<file path="config.mk">
export PLATFORM = sky130hd
export DESIGN_NAME = spi_cmd_ctrl_flat
export DESIGN_NICKNAME = d
export VERILOG_FILES = /design/src/rtl/spi_cmd_ctrl_if.sv /design/src/rtl/spi_cmd_ctrl.sv /design/src/flat_wrapper.sv
export SDC_FILE = /design/constraint.sdc
export NUM_CORES = 1
export LEC_CHECK = 0
export ABC_AREA = 1
export CAP_MARGIN = 20
export CELL_PAD_IN_SITES_DETAIL_PLACEMENT = 0
export CELL_PAD_IN_SITES_GLOBAL_PLACEMENT = 1
export CORE_MARGIN = 2
export CORE_UTILIZATION = 28
export DETAILED_ROUTE_END_ITERATION = 16
export PLACE_DENSITY = 0.86
export SLEW_MARGIN = 20
export SYNTH_ARGS = -nofsm -noshare
export SYNTH_HDL_FRONTEND = slang
export SYNTH_SLANG_ARGS = --single-unit
</file>
<file path="constraint.sdc">
create_clock -name clk -period 3.7 [get_ports clk]
set_input_delay 0.555 -clock clk [delete_from_list [all_inputs] [get_ports clk]]
set_output_delay 0.555 -clock clk [all_outputs]
set_load 0.005 [all_outputs]
</file>
<file path="src/rtl/spi_cmd_ctrl_if.sv">
// spi_cmd_ctrl_if
// Bundles every signal between the command sequencer and its neighbours:
// the SPI slave front end, the user register bank and the data FIFO.
//
// Handshake semantics: cmd_valid, wr_valid, rd_start and rd_done are
// single-cycle pulses with no backpressure. The qualified payload (cmd,
// wr_data) is valid only in the pulse cycle. Strobes going out (reg_we,
// reg_re, fifo_wr, fifo_rd) are also single-cycle. Read data (reg_rdata,
// fifo_rdata) is valid the cycle after its strobe.
//
// Modports:
//   master : the sequencer itself (drives strobes, tx word, flags)
//   slave  : front end / register bank / FIFO side (drives pulses, data)
// dbg_state exposes the sequencer state encoding for checkers.
interface spi_cmd_ctrl_if;
  logic        cmd_valid;
  logic [7:0]  cmd;
  logic        wr_valid;
  logic [15:0] wr_data;
  logic        rd_start;
  logic        rd_done;
  logic        reg_we;
  logic        reg_re;
  logic [6:0]  reg_addr;
  logic [15:0] reg_wdata;
  logic [15:0] reg_rdata;
  logic        fifo_wr;
  logic        fifo_rd;
  logic [15:0] fifo_wdata;
  logic [15:0] fifo_rdata;
  logic        fifo_full;
  logic        fifo_empty;
  logic [15:0] tx_data;
  logic        tx_valid;
  logic        err_ovf;
  logic        err_udf;
  logic        err_proto;
  logic        busy;
  logic [2:0]  dbg_state;

  modport master (
    input  cmd_valid, cmd, wr_valid, wr_data, rd_start, rd_done,
    input  reg_rdata, fifo_rdata, fifo_full, fifo_empty,
    output reg_we, reg_re, reg_addr, reg_wdata,
    output fifo_wr, fifo_rd, fifo_wdata,
    output tx_data, tx_valid, err_ovf, err_udf, err_proto, busy, dbg_state
  );

  modport slave (
    output cmd_valid, cmd, wr_valid, wr_data, rd_start, rd_done,
    output reg_rdata, fifo_rdata, fifo_full, fifo_empty,
    input  reg_we, reg_re, reg_addr, reg_wdata,
    input  fifo_wr, fifo_rd, fifo_wdata,
    input  tx_data, tx_valid, err_ovf, err_udf, err_proto, busy, dbg_state
  );
endinterface

</file>
<file path="src/rtl/spi_cmd_ctrl.sv">
// spi_cmd_ctrl
// Command sequencer between the SPI slave front end and the register bank /
// data FIFO. Decodes the command byte into direction + address, turns each
// received data word into a register write or FIFO push, fetches one
// transmit word per read transfer, and keeps sticky error flags.
//
// Ports:
//   clk  - system clock, rising edge
//   rst  - synchronous active-high reset
//   bus  - spi_cmd_ctrl_if.master (all handshake, bus and status signals)
// Parameter:
//   FIFO_ADDR - command address that targets the FIFO instead of registers
//
// State encoding (visible on bus.dbg_state):
//   IDLE=0, WR=1, RD=2, FETCH=3, CAPT=4
module spi_cmd_ctrl #(
  parameter logic [6:0] FIFO_ADDR = 7'd4
) (
  input  logic           clk,
  input  logic           rst,
  spi_cmd_ctrl_if.master bus
);

  typedef enum logic [2:0] {
    IDLE  = 3'd0,
    WR    = 3'd1,
    RD    = 3'd2,
    FETCH = 3'd3,
    CAPT  = 3'd4
  } state_t;

  // Where CAPT takes the transmit word from; decided in FETCH.
  typedef enum logic [1:0] {
    SRC_REG  = 2'd0,
    SRC_FIFO = 2'd1,
    SRC_ZERO = 2'd2
  } src_t;

  state_t      state_q, state_n;
  src_t        src_q, src_n;
  logic [6:0]  addr_q, addr_n;
  logic [15:0] wdata_q, wdata_n;
  logic [15:0] tx_data_q, tx_data_n;
  logic        tx_valid_q, tx_valid_n;
  logic        ovf_q, ovf_n;
  logic        udf_q, udf_n;
  logic        proto_q, proto_n;
  logic        reg_we_q, reg_we_n;
  logic        fifo_wr_q, fifo_wr_n;
  logic        is_fifo;

  assign is_fifo = (addr_q == FIFO_ADDR);

  always_ff @(posedge clk) begin
    if (rst) begin
      state_q    <= IDLE;
      src_q      <= SRC_REG;
      addr_q     <= 7'd0;
      wdata_q    <= 16'h0000;
      tx_data_q  <= 16'h0000;
      tx_valid_q <= 1'b0;
      ovf_q      <= 1'b0;
      udf_q      <= 1'b0;
      proto_q    <= 1'b0;
      reg_we_q   <= 1'b0;
      fifo_wr_q  <= 1'b0;
    end else begin
      state_q    <= state_n;
      src_q      <= src_n;
      addr_q     <= addr_n;
      wdata_q    <= wdata_n;
      tx_data_q  <= tx_data_n;
      tx_valid_q <= tx_valid_n;
      ovf_q      <= ovf_n;
      udf_q      <= udf_n;
      proto_q    <= proto_n;
      reg_we_q   <= reg_we_n;
      fifo_wr_q  <= fifo_wr_n;
    end
  end

  always_comb begin
    state_n    = state_q;
    src_n      = src_q;
    addr_n     = addr_q;
    wdata_n    = wdata_q;
    tx_data_n  = tx_data_q;
    tx_valid_n = tx_valid_q;
    ovf_n      = ovf_q;
    udf_n      = udf_q;
    proto_n    = proto_q;
    reg_we_n   = 1'b0;
    fifo_wr_n  = 1'b0;

    if (bus.cmd_valid) begin
      // A new command wins over every other event this cycle and discards
      // any transmit word the master never clocked out.
      addr_n     = bus.cmd[6:0];
      tx_valid_n = 1'b0;
      if (bus.cmd == 8'h00) begin
        ovf_n   = 1'b0;
        udf_n   = 1'b0;
        proto_n = 1'b0;
        state_n = IDLE;
      end else if (!bus.cmd[7]) begin
        state_n = WR;
      end else begin
        state_n = RD;
      end
    end else begin
      case (state_q)
        IDLE: ;
        WR: begin
          if (bus.wr_valid) begin
            wdata_n = bus.wr_data;
            if (!is_fifo)            reg_we_n  = 1'b1;
            else if (!bus.fifo_full) fifo_wr_n = 1'b1;
            else                     ovf_n     = 1'b1;
          end
        end
        RD: begin
          if (bus.rd_start) state_n = FETCH;
        end
        FETCH: begin
          // The pop/read strobe is driven combinationally in this state;
          // remember which source CAPT has to sample.
          if (!is_fifo)             src_n = SRC_REG;
          else if (!bus.fifo_empty) src_n = SRC_FIFO;
          else begin
            src_n = SRC_ZERO;
            udf_n = 1'b1;
          end
          state_n = CAPT;
        end
        CAPT: begin
          case (src_q)
            SRC_REG:  tx_data_n = bus.reg_rdata;
            SRC_FIFO: tx_data_n = bus.fifo_rdata;
            default:  tx_data_n = 16'h0000;
          endcase
          tx_valid_n = 1'b1;
          state_n    = RD;
        end
        default: state_n = IDLE;
      endcase

      if (bus.wr_valid && (state_q != WR)) proto_n = 1'b1;
      if (bus.rd_start && (state_q != RD)) proto_n = 1'b1;
      if (bus.rd_done) begin
        if (!tx_valid_q)         proto_n    = 1'b1;
        else if (state_q == RD)  tx_valid_n = 1'b0;
      end
    end
  end

  assign bus.reg_we     = reg_we_q;
  assign bus.reg_re     = (state_q == FETCH) && !is_fifo;
  assign bus.reg_addr   = addr_q;
  assign bus.reg_wdata  = wdata_q;
  assign bus.fifo_wr    = fifo_wr_q;
  assign bus.fifo_rd    = (state_q == FETCH) && is_fifo && !bus.fifo_empty;
  assign bus.fifo_wdata = wdata_q;
  assign bus.tx_data    = tx_data_q;
  assign bus.tx_valid   = tx_valid_q;
  assign bus.err_ovf    = ovf_q;
  assign bus.err_udf    = udf_q;
  assign bus.err_proto  = proto_q;
  assign bus.busy       = (state_q == FETCH) || (state_q == CAPT);
  assign bus.dbg_state  = state_q;

endmodule

</file>
<file path="src/flat_wrapper.sv">
// flat-port wrapper written by rule: the top's interface ports become plain ports
module spi_cmd_ctrl_flat 
#(
  parameter logic [6:0] FIFO_ADDR = 7'd4
)
  (clk, rst, bus_cmd_valid, bus_cmd, bus_wr_valid, bus_wr_data, bus_rd_start, bus_rd_done, bus_reg_rdata, bus_fifo_rdata, bus_fifo_full, bus_fifo_empty, bus_reg_we, bus_reg_re, bus_reg_addr, bus_reg_wdata, bus_fifo_wr, bus_fifo_rd, bus_fifo_wdata, bus_tx_data, bus_tx_valid, bus_err_ovf, bus_err_udf, bus_err_proto, bus_busy, bus_dbg_state);
  spi_cmd_ctrl_if bus_i ();
  input  logic clk;
  input  logic rst;
  input wire logic [$bits(bus_i.cmd_valid)-1:0] bus_cmd_valid;
  input wire logic [$bits(bus_i.cmd)-1:0] bus_cmd;
  input wire logic [$bits(bus_i.wr_valid)-1:0] bus_wr_valid;
  input wire logic [$bits(bus_i.wr_data)-1:0] bus_wr_data;
  input wire logic [$bits(bus_i.rd_start)-1:0] bus_rd_start;
  input wire logic [$bits(bus_i.rd_done)-1:0] bus_rd_done;
  input wire logic [$bits(bus_i.reg_rdata)-1:0] bus_reg_rdata;
  input wire logic [$bits(bus_i.fifo_rdata)-1:0] bus_fifo_rdata;
  input wire logic [$bits(bus_i.fifo_full)-1:0] bus_fifo_full;
  input wire logic [$bits(bus_i.fifo_empty)-1:0] bus_fifo_empty;
  output wire logic [$bits(bus_i.reg_we)-1:0] bus_reg_we;
  output wire logic [$bits(bus_i.reg_re)-1:0] bus_reg_re;
  output wire logic [$bits(bus_i.reg_addr)-1:0] bus_reg_addr;
  output wire logic [$bits(bus_i.reg_wdata)-1:0] bus_reg_wdata;
  output wire logic [$bits(bus_i.fifo_wr)-1:0] bus_fifo_wr;
  output wire logic [$bits(bus_i.fifo_rd)-1:0] bus_fifo_rd;
  output wire logic [$bits(bus_i.fifo_wdata)-1:0] bus_fifo_wdata;
  output wire logic [$bits(bus_i.tx_data)-1:0] bus_tx_data;
  output wire logic [$bits(bus_i.tx_valid)-1:0] bus_tx_valid;
  output wire logic [$bits(bus_i.err_ovf)-1:0] bus_err_ovf;
  output wire logic [$bits(bus_i.err_udf)-1:0] bus_err_udf;
  output wire logic [$bits(bus_i.err_proto)-1:0] bus_err_proto;
  output wire logic [$bits(bus_i.busy)-1:0] bus_busy;
  output wire logic [$bits(bus_i.dbg_state)-1:0] bus_dbg_state;
  assign bus_i.cmd_valid = bus_cmd_valid;
  assign bus_i.cmd = bus_cmd;
  assign bus_i.wr_valid = bus_wr_valid;
  assign bus_i.wr_data = bus_wr_data;
  assign bus_i.rd_start = bus_rd_start;
  assign bus_i.rd_done = bus_rd_done;
  assign bus_i.reg_rdata = bus_reg_rdata;
  assign bus_i.fifo_rdata = bus_fifo_rdata;
  assign bus_i.fifo_full = bus_fifo_full;
  assign bus_i.fifo_empty = bus_fifo_empty;
  assign bus_reg_we = bus_i.reg_we;
  assign bus_reg_re = bus_i.reg_re;
  assign bus_reg_addr = bus_i.reg_addr;
  assign bus_reg_wdata = bus_i.reg_wdata;
  assign bus_fifo_wr = bus_i.fifo_wr;
  assign bus_fifo_rd = bus_i.fifo_rd;
  assign bus_fifo_wdata = bus_i.fifo_wdata;
  assign bus_tx_data = bus_i.tx_data;
  assign bus_tx_valid = bus_i.tx_valid;
  assign bus_err_ovf = bus_i.err_ovf;
  assign bus_err_udf = bus_i.err_udf;
  assign bus_err_proto = bus_i.err_proto;
  assign bus_busy = bus_i.busy;
  assign bus_dbg_state = bus_i.dbg_state;
  spi_cmd_ctrl #(.FIFO_ADDR(FIFO_ADDR)) u_core (.clk(clk), .rst(rst), .bus(bus_i));
endmodule
</file>
# After elaboration in Yosys (flattened, before gate mapping)
# Index checks and enable logic that the tools add are counted.
op_classes:
  eq_ne: 11
  muxes: 29
  bitwise_logic: 4
  n_reduce_logical: 27
ops:
  columns: ["operator", "n"]
  rows:
  - ["$pmux W16 S2", 1]
  - ["$mux W1", 21]
  - ["$pmux W3 S4", 1]
  - ["$reduce_bool A2 Y1", 6]
  - ["$mux W3", 3]
  - ["$logic_not A8 Y1", 1]
  - ["$eq A7 B3 Y1 const B", 1]
  - ["$eq A3 B2 Y1 const B", 2]
  - ["$mux W2", 3]
  - ["$reduce_and A2 Y1", 3]
  - ["$logic_and A1 B1 Y1", 5]
  - ["$reduce_and A5 Y1", 1]
  - ["$reduce_or A5 Y1", 1]
  - ["$ne A2 B1 Y1 const B", 2]
  - ["$not A1 Y1", 4]
  - ["$reduce_and A4 Y1", 1]
  - ["$reduce_or A2 Y1", 2]
  - ["$reduce_or A4 Y1", 1]
  - ["$eq A3 B1 Y1 const B", 1]
  - ["$eq A3 B3 Y1 const B", 1]
  - ["$logic_not A3 Y1", 1]
  - ["$ne A3 B1 Y1 const B", 1]
  - ["$ne A3 B2 Y1 const B", 1]
  - ["$ne A3 B3 Y1 const B", 1]
  - ["5 further kinds", 6]
word_totals:
  register_bits: 50
  word_cells: 82

# Depth between registers and ports, before layout
# Gate-level depths: netlist of run 1.
depth:
  ltp_word: 7
  mapped_depth: 8
  mapped_depth_nobuf: 7

# Least setup slack after synthesis of run 1
# OpenSTA, ideal clock, no wires.
synth_path:
  path_type: "reg2out"
  from: "reg u_core.state_q[0], in the netlist u_core.bus.dbg_state[0]"
  to: "out bus_busy"
  t_arrival_ps: 936
  required_time_ps: 3145
  path_slack_ps: 2209
  stages_incl_launch_ff: 4
  n_path_buf: 1
  path_cell_list: "dfxtp_1 > nor3_2 > buf_2 > or2_2"
synth_between:
  elab_chain_len: 2
  elab_cells_between_ends: 3
synth_lines:
  columns: ["element", "line_no", "source"]
  rows:
  - ["start, declared", "spi_cmd_ctrl.sv:39", "state_t state_q, state_n;"]
  - ["start signal, assigned", "spi_cmd_ctrl.sv:68", "state_q <= state_n;"]
  - ["$eq A3 B2 Y1 / $eq A3 B3 Y1 (equally long branches)", "spi_cmd_ctrl.sv:168", "assign bus.busy = (state_q == FETCH) || (state_q == CAPT);"]
  - ["$logic_or A1 B1 Y1 (*)", "spi_cmd_ctrl.sv:168", null]
  - ["end, declared", "flat_wrapper.sv:32", "output wire logic [$bits(bus_i.busy)-1:0] bus_busy;"]
# Every way passes the cells marked *; elsewhere a longest branch is shown, timed or not.

# Worst setup path in the final report of run 1
layout_path:
  from: "reg u_core.state_q[2], in the netlist u_core.bus.dbg_state[2]"
  to: "out bus_busy"
# The elaborated chain is that of the path after synthesis.

==> impl_metrics.ini, run 1 <==
[outcome]
status = finished clean

[power]
powerDensity_nw_per_um2 = 286
power_mw = 1.05
vdd_drop_max_v = 0.000137
power.leakage_nw = 1.36

[clocking]
post-cts-setup-buffers = 0
cts_tree = done
cts.sinks = 50
cts-htree-levels = 2
clk_latency_ps = 300
postCtsHoldBufs = 0
cts_root_buffer = clkbuf_8
numCtsBuffers = 5
clk_pin_slew_ps = 90
cts_resized = 0
ctsLongestPathBuffers = 2

[worst_setup_path]
crit_path_max_fanout = 5
crit_arrival_ps = 1830
rr_worst_depth = 4
crit_family = buffers and inverters
end_kind = output port
path_class = flip-flop to output port
crit_required_ps = 3140
slowest_stage = clkdlybuf4s50_1
critPathMostFrequentCell = inv_1
cp_num_buf_inv = 3
crit_path_start_kind = flip-flop
crit_chain = inv_1 -> nand3_1 -> inv_1 -> or2_2 -> clkdlybuf4s50_1
cp.depth = 5
cpPeakStageDelay_ps = 470

[worst_hold_path]
hp-class = flip-flop to flip-flop
hold_depth = 2

[route]
routedWlPerCell_um = 12.7
drt_first_iter_violations = 125
vias = 2472
totalWireLength_um = 6900
drc = 0
vias_per_cell = 4.56
firstDrtPassIters = 4
ant_nets = 0

[grt]
grt_max_degree = 38
grt_overflow = 0
met1_usage_pct = 16.7
antenna_found_initial = 0
gr-usage-met2_pct = 26.2
track_usage_pct = 14.6
grt_use_met3_pct = 3.29
grt_pass1_wl_um = 10500
grt_pass1_vias = 2313
top_usage_layer = met2

[floorplan]
pin_count = 131
dieArea_sq_um = 9230
initial_core_util_pct = 28.9
core_sq_um = 8220
dieWidth_um = 96.1
rows = 33
die_h_um = 96.1

[finish]
final_cell_mix = 130 x clkdlybuf4s50_1, 68 x nand2_1, 50 x dfxtp_1
final_area_sq_um = 3680
insertedDiodeCount = 0
final_core_util_pct = 44.8
drive_above_1_share_pct = 5.95
mostFrequentLayoutCell = clkdlybuf4s50_1
fin_cells = 542
areaGrowthSynthToFinish_pct = 55.1
nets = 500
fillCellCount = 817

[timing]
tightest_slew_ps = 720
hold_viol_final = 0
drv_slew = 0
finClkSkew_ps = 6.63
tns_ps = 0
setup_violations = 0
relSlewSlack_pct = 52.0
period_share_pct = 64.4
fmax_mhz = 420
period_minus_slack_ps = 2380
rsz0062_at_grt = no
finalHoldWorstSlack_ps = 453
postLayoutSetupSlackWorst_ps = 1320

[placed_design]
pre_cts_slack_ps = 1160
gp_congestion = 0.825
dpl.cell_count = 534
dpl.hpwl_um = 5290
io_buffer_count = 130
place_area_sq_um = 3590

[synthesis]
synth_area_sq_um = 2370
syn-num-nets = 396
postSynthCellCount = 332
synth_warnings = 0
ys_types = 23
ys_ff_latch = 50
ys_seq_area_share_pct = 42.1
avgSynthCellArea_sq_um = 7.15

[job]
maxCapViolations = 0
==> cell families after synthesis <==
logic type	count (synthesis)	synth area share [%]
buffers and inverters	73	15.8
AOI/OAI and AO/OA	74	17.3
and+or+nand+nor	135	24.8
DFF	50	42.1
==> Yosys cell counts <==
cell | number | area share (%)
a21oi_1 | 43 | 9.1
buf_2 | 6 | 1.3
buf_4 | 16 | 5.1
buf_6 | 4 | 1.9
clkbuf_1 | 8 | 1.3
clkbuf_2 | 1 | 0.21
clkinv_2 | 1 | 0.21
dfxtp_1 | 50 | 42
inv_1 | 36 | 5.7
inv_2 | 1 | 0.16
nand2_1 | 68 | 11
nand2_2 | 1 | 0.26
nand3_1 | 41 | 8.6
nand3_2 | 1 | 0.42
nor2_1 | 17 | 2.7
nor2_4 | 1 | 0.47
nor3_1 | 3 | 0.63
nor3_2 | 1 | 0.42
o21a_1 | 1 | 0.32
o21ai_0 | 20 | 4.2
o21ai_2 | 10 | 3.7
or2_1 | 1 | 0.26
or2_2 | 1 | 0.26
==> tightest hold or removal path, cell delays in order, from the launching register on <==
cell,delay (ps)
dfxtp_1,320
inv_1,50
a21oi_1,50
==> cell type report <==
type                            count  area [sq um]  share of cell area, %
Timing Repair Buffer              132          1320                   35.7
Clock inverter                      1          5.00                  0.136
Tap cell                          105           131                   3.57
Clock buffer                        7          86.3                   2.34
Multi-Input combinational cell    209          1000                   27.1
Sequential cell                    50          1000                   27.2
Inverter                           38           144                   3.91
==> registers in the layout, summed over array words and instances, names as in the netlist <==
signal,cells
u_core.bus.dbg_state,3
u_core.bus.err_ovf,1
u_core.bus.err_proto,1
u_core.bus.err_udf,1
u_core.bus.fifo_wdata,16
u_core.bus.fifo_wr,1
u_core.bus.reg_addr,7
u_core.bus.reg_we,1
u_core.bus.tx_data,16
u_core.bus.tx_valid,1
u_core.src_q,2
==> per-layer routing <==
metal,vias to the layer above,routed length (um)
li1,1256,-
met1,1109,2740
met2,103,3520
met3,4,583
met4,0,63
met5,-,0
==> final timing paths <==
kind	from	endpoint	slack, ps
worst min register to register	u_core.bus.err_udf	u_core.bus.err_udf	450
worst max register to register	u_core.src_q[0]	u_core.bus.tx_data[1]	1830
worst min-delay path	u_core.bus.err_udf	u_core.bus.err_udf	450
worst max-delay path	u_core.bus.dbg_state[2]	bus_busy	1320
==> report_power, final <==
group          switching [mW]  leakage, nW  internal (mW)  total (mW)
Combinational          0.0635        0.909          0.104       0.167
Clock                   0.174       0.0482          0.151       0.326
Sequential             0.0102        0.406          0.550       0.560
Note: power is estimated with default switching activity, not from simulation.
==> inputs of run 2 (changes only) <==
- CORE_UTILIZATION: 28 -> 26
- PLACE_DENSITY: 0.86 -> 0.8
- clock period: 3.7 -> 2.4 ns (I/O delays scaled with it)
==> run 2 against run 1 <==
- sequential power up 54%
- sequential share of layout area is 0.25 points lower
- cell area increased by 0.92%
- final cell count increased by 1.3%
- largest cell class unchanged
- worst setup slack worse by 1100 ps
- register-to-register slack worse by 1100 ps
- die area is 7.4% higher
- clock skew is 0.97 ps higher
- highest routed layer unchanged
==> impl_metrics.ini, run 2 (synthesis gave the netlist of run 1 again) <==
[floorplan]
initial_core_util_pct = 27.0
pin_count = 131
core_sq_um = 8810
rows = 34
dieWidth_um = 99.6
dieArea_sq_um = 9910
die_h_um = 99.6

[power]
switching_power_uw = 382
vdd_drop_max_v = 0.000235
pwr-share-comb_pct = 16.1
seq_power_share_pct = 53.1
power_mw = 1.63
intPower_mw = 1.24
power.leakage_nw = 1.38
swShare_pct = 23.5
powerDensity_nw_per_um2 = 437
p_clk_share_pct = 30.8

[route]
vias_per_cell = 4.47
totalWireLength_um = 7070
routedWlPerCell_um = 12.9
firstDrtPassIters = 4
drc = 0
ant_nets = 0
vias = 2453
drt_first_iter_violations = 99

[timing]
setup_violations = 0
finClkSkew_ps = 7.60
fmax_mhz = 465
period_minus_slack_ps = 2150
tightest_slew_ps = 728
tns_ps = 0
relSlewSlack_pct = 51.4
period_share_pct = 89.6
drv_slew = 0
hold_viol_final = 0
finalHoldWorstSlack_ps = 460
rsz0062_at_grt = no

[worst_setup_path]
crit_required_ps = 2040
crit_path_start_kind = flip-flop
crit_path_max_fanout = 5
slowest_stage = clkdlybuf4s50_1
crit_chain = inv_1 -> nand3_1 -> inv_1 -> or2_2 -> clkdlybuf4s50_1
crit_arrival_ps = 1790
cpPeakStageDelay_ps = 480
cp_num_buf_inv = 3
path_class = flip-flop to output port
end_kind = output port
critPathMostFrequentCell = inv_1
crit_family = buffers and inverters

[clocking]
cts_resized = 0
postCtsHoldBufs = 0
cts_tree = done
numCtsBuffers = 5
post-cts-setup-buffers = 0
cts-htree-levels = 2
ctsLongestPathBuffers = 2
cts.sinks = 50
clk_latency_ps = 300
clk_pin_slew_ps = 90
cts_root_buffer = clkbuf_8

[outcome]
status = finished clean

[finish]
mostFrequentLayoutCell = clkdlybuf4s50_1
final_core_util_pct = 42.2
drive_above_1_share_pct = 6.80
areaGrowthSynthToFinish_pct = 56.5
final_cell_mix = 130 x clkdlybuf4s50_1, 68 x nand2_1, 50 x dfxtp_1
nets = 504
insertedDiodeCount = 0

[grt]
grt_pass1_vias = 2378
grt_overflow = 0
grt_pass1_wl_um = 11000
grt_max_degree = 24
antenna_found_initial = 0
track_usage_pct = 13.8

[placed_design]
gp_congestion = 0.800
dpl.hpwl_um = 5350
io_buffer_count = 130

[job]
maxCapViolations = 0

[worst_hold_path]
hp-class = flip-flop to flip-flop
run 2: cell types whose count changed in the layout (fill, tap and decap cells not counted):
cell   previous run  this run
buf_4             2         6
run 2: layer usage:
metal	vias up	part of all wire, %	GRT usage (%)	routed length, um
li1	1263	-	-	-
met5	-	0	0	0
met1	1103	47	17.7	3310
met4	0	0.68	3.79	48
met3	2	5.4	3.30	381
met2	85	47	23.0	3330
run 2: per-stage QoR:
step / instances / instance area, sq um / worst slack (ps)
2_1_floorplan: 332 / 2370 / 1100
3_3_place_gp: 541 / 3630 / 499
3_5_place_dp: 541 / 3630 / 469
4_1_cts: 549 / 3720 / 225
5_1_grt: 549 / 3720 / 126
6_report: 549 / 3720 / 250
run 2: cell type report:
cell class / instances / area (sq um)
timing repair buffer: 136 / 1350
sequential: 50 / 1000
inverter: 38 / 144
tap: 108 / 135
multi-input combinational: 209 / 1000
fill: 926 / 5090
clock buffer: 7 / 86.3
clock inverter: 1 / 5.00
run 2: final timing paths:
path	from	end	slack [ps]	cells after the start
min reg2reg	u_core.bus.err_udf	u_core.bus.err_udf	460	2
min	u_core.bus.err_udf	u_core.bus.err_udf	460	2
max reg2reg	u_core.src_q[0]	u_core.bus.tx_data[1]	770	5
max	u_core.bus.dbg_state[2]	bus_busy	250	5
run 2: worst reg2reg max path, cell delays in order (launching register included):
cell and delay (ps):
dfxtp_1 320, buf_4 220, or2_1 610, o21ai_0 200, nand3_1 110, a21oi_1 60
run 2: power groups by stage:
stage	Combinational (mW)	Clock (mW)	Sequential [mW]
2_1_floorplan	0.0935	0	0.881
6_report	0.261	0.501	0.862
3_3_place_gp	0.261	0	0.882
3_5_place_dp	0.262	0	0.882
5_1_grt	0.285	0.561	0.865
4_1_cts	0.263	0.535	0.863
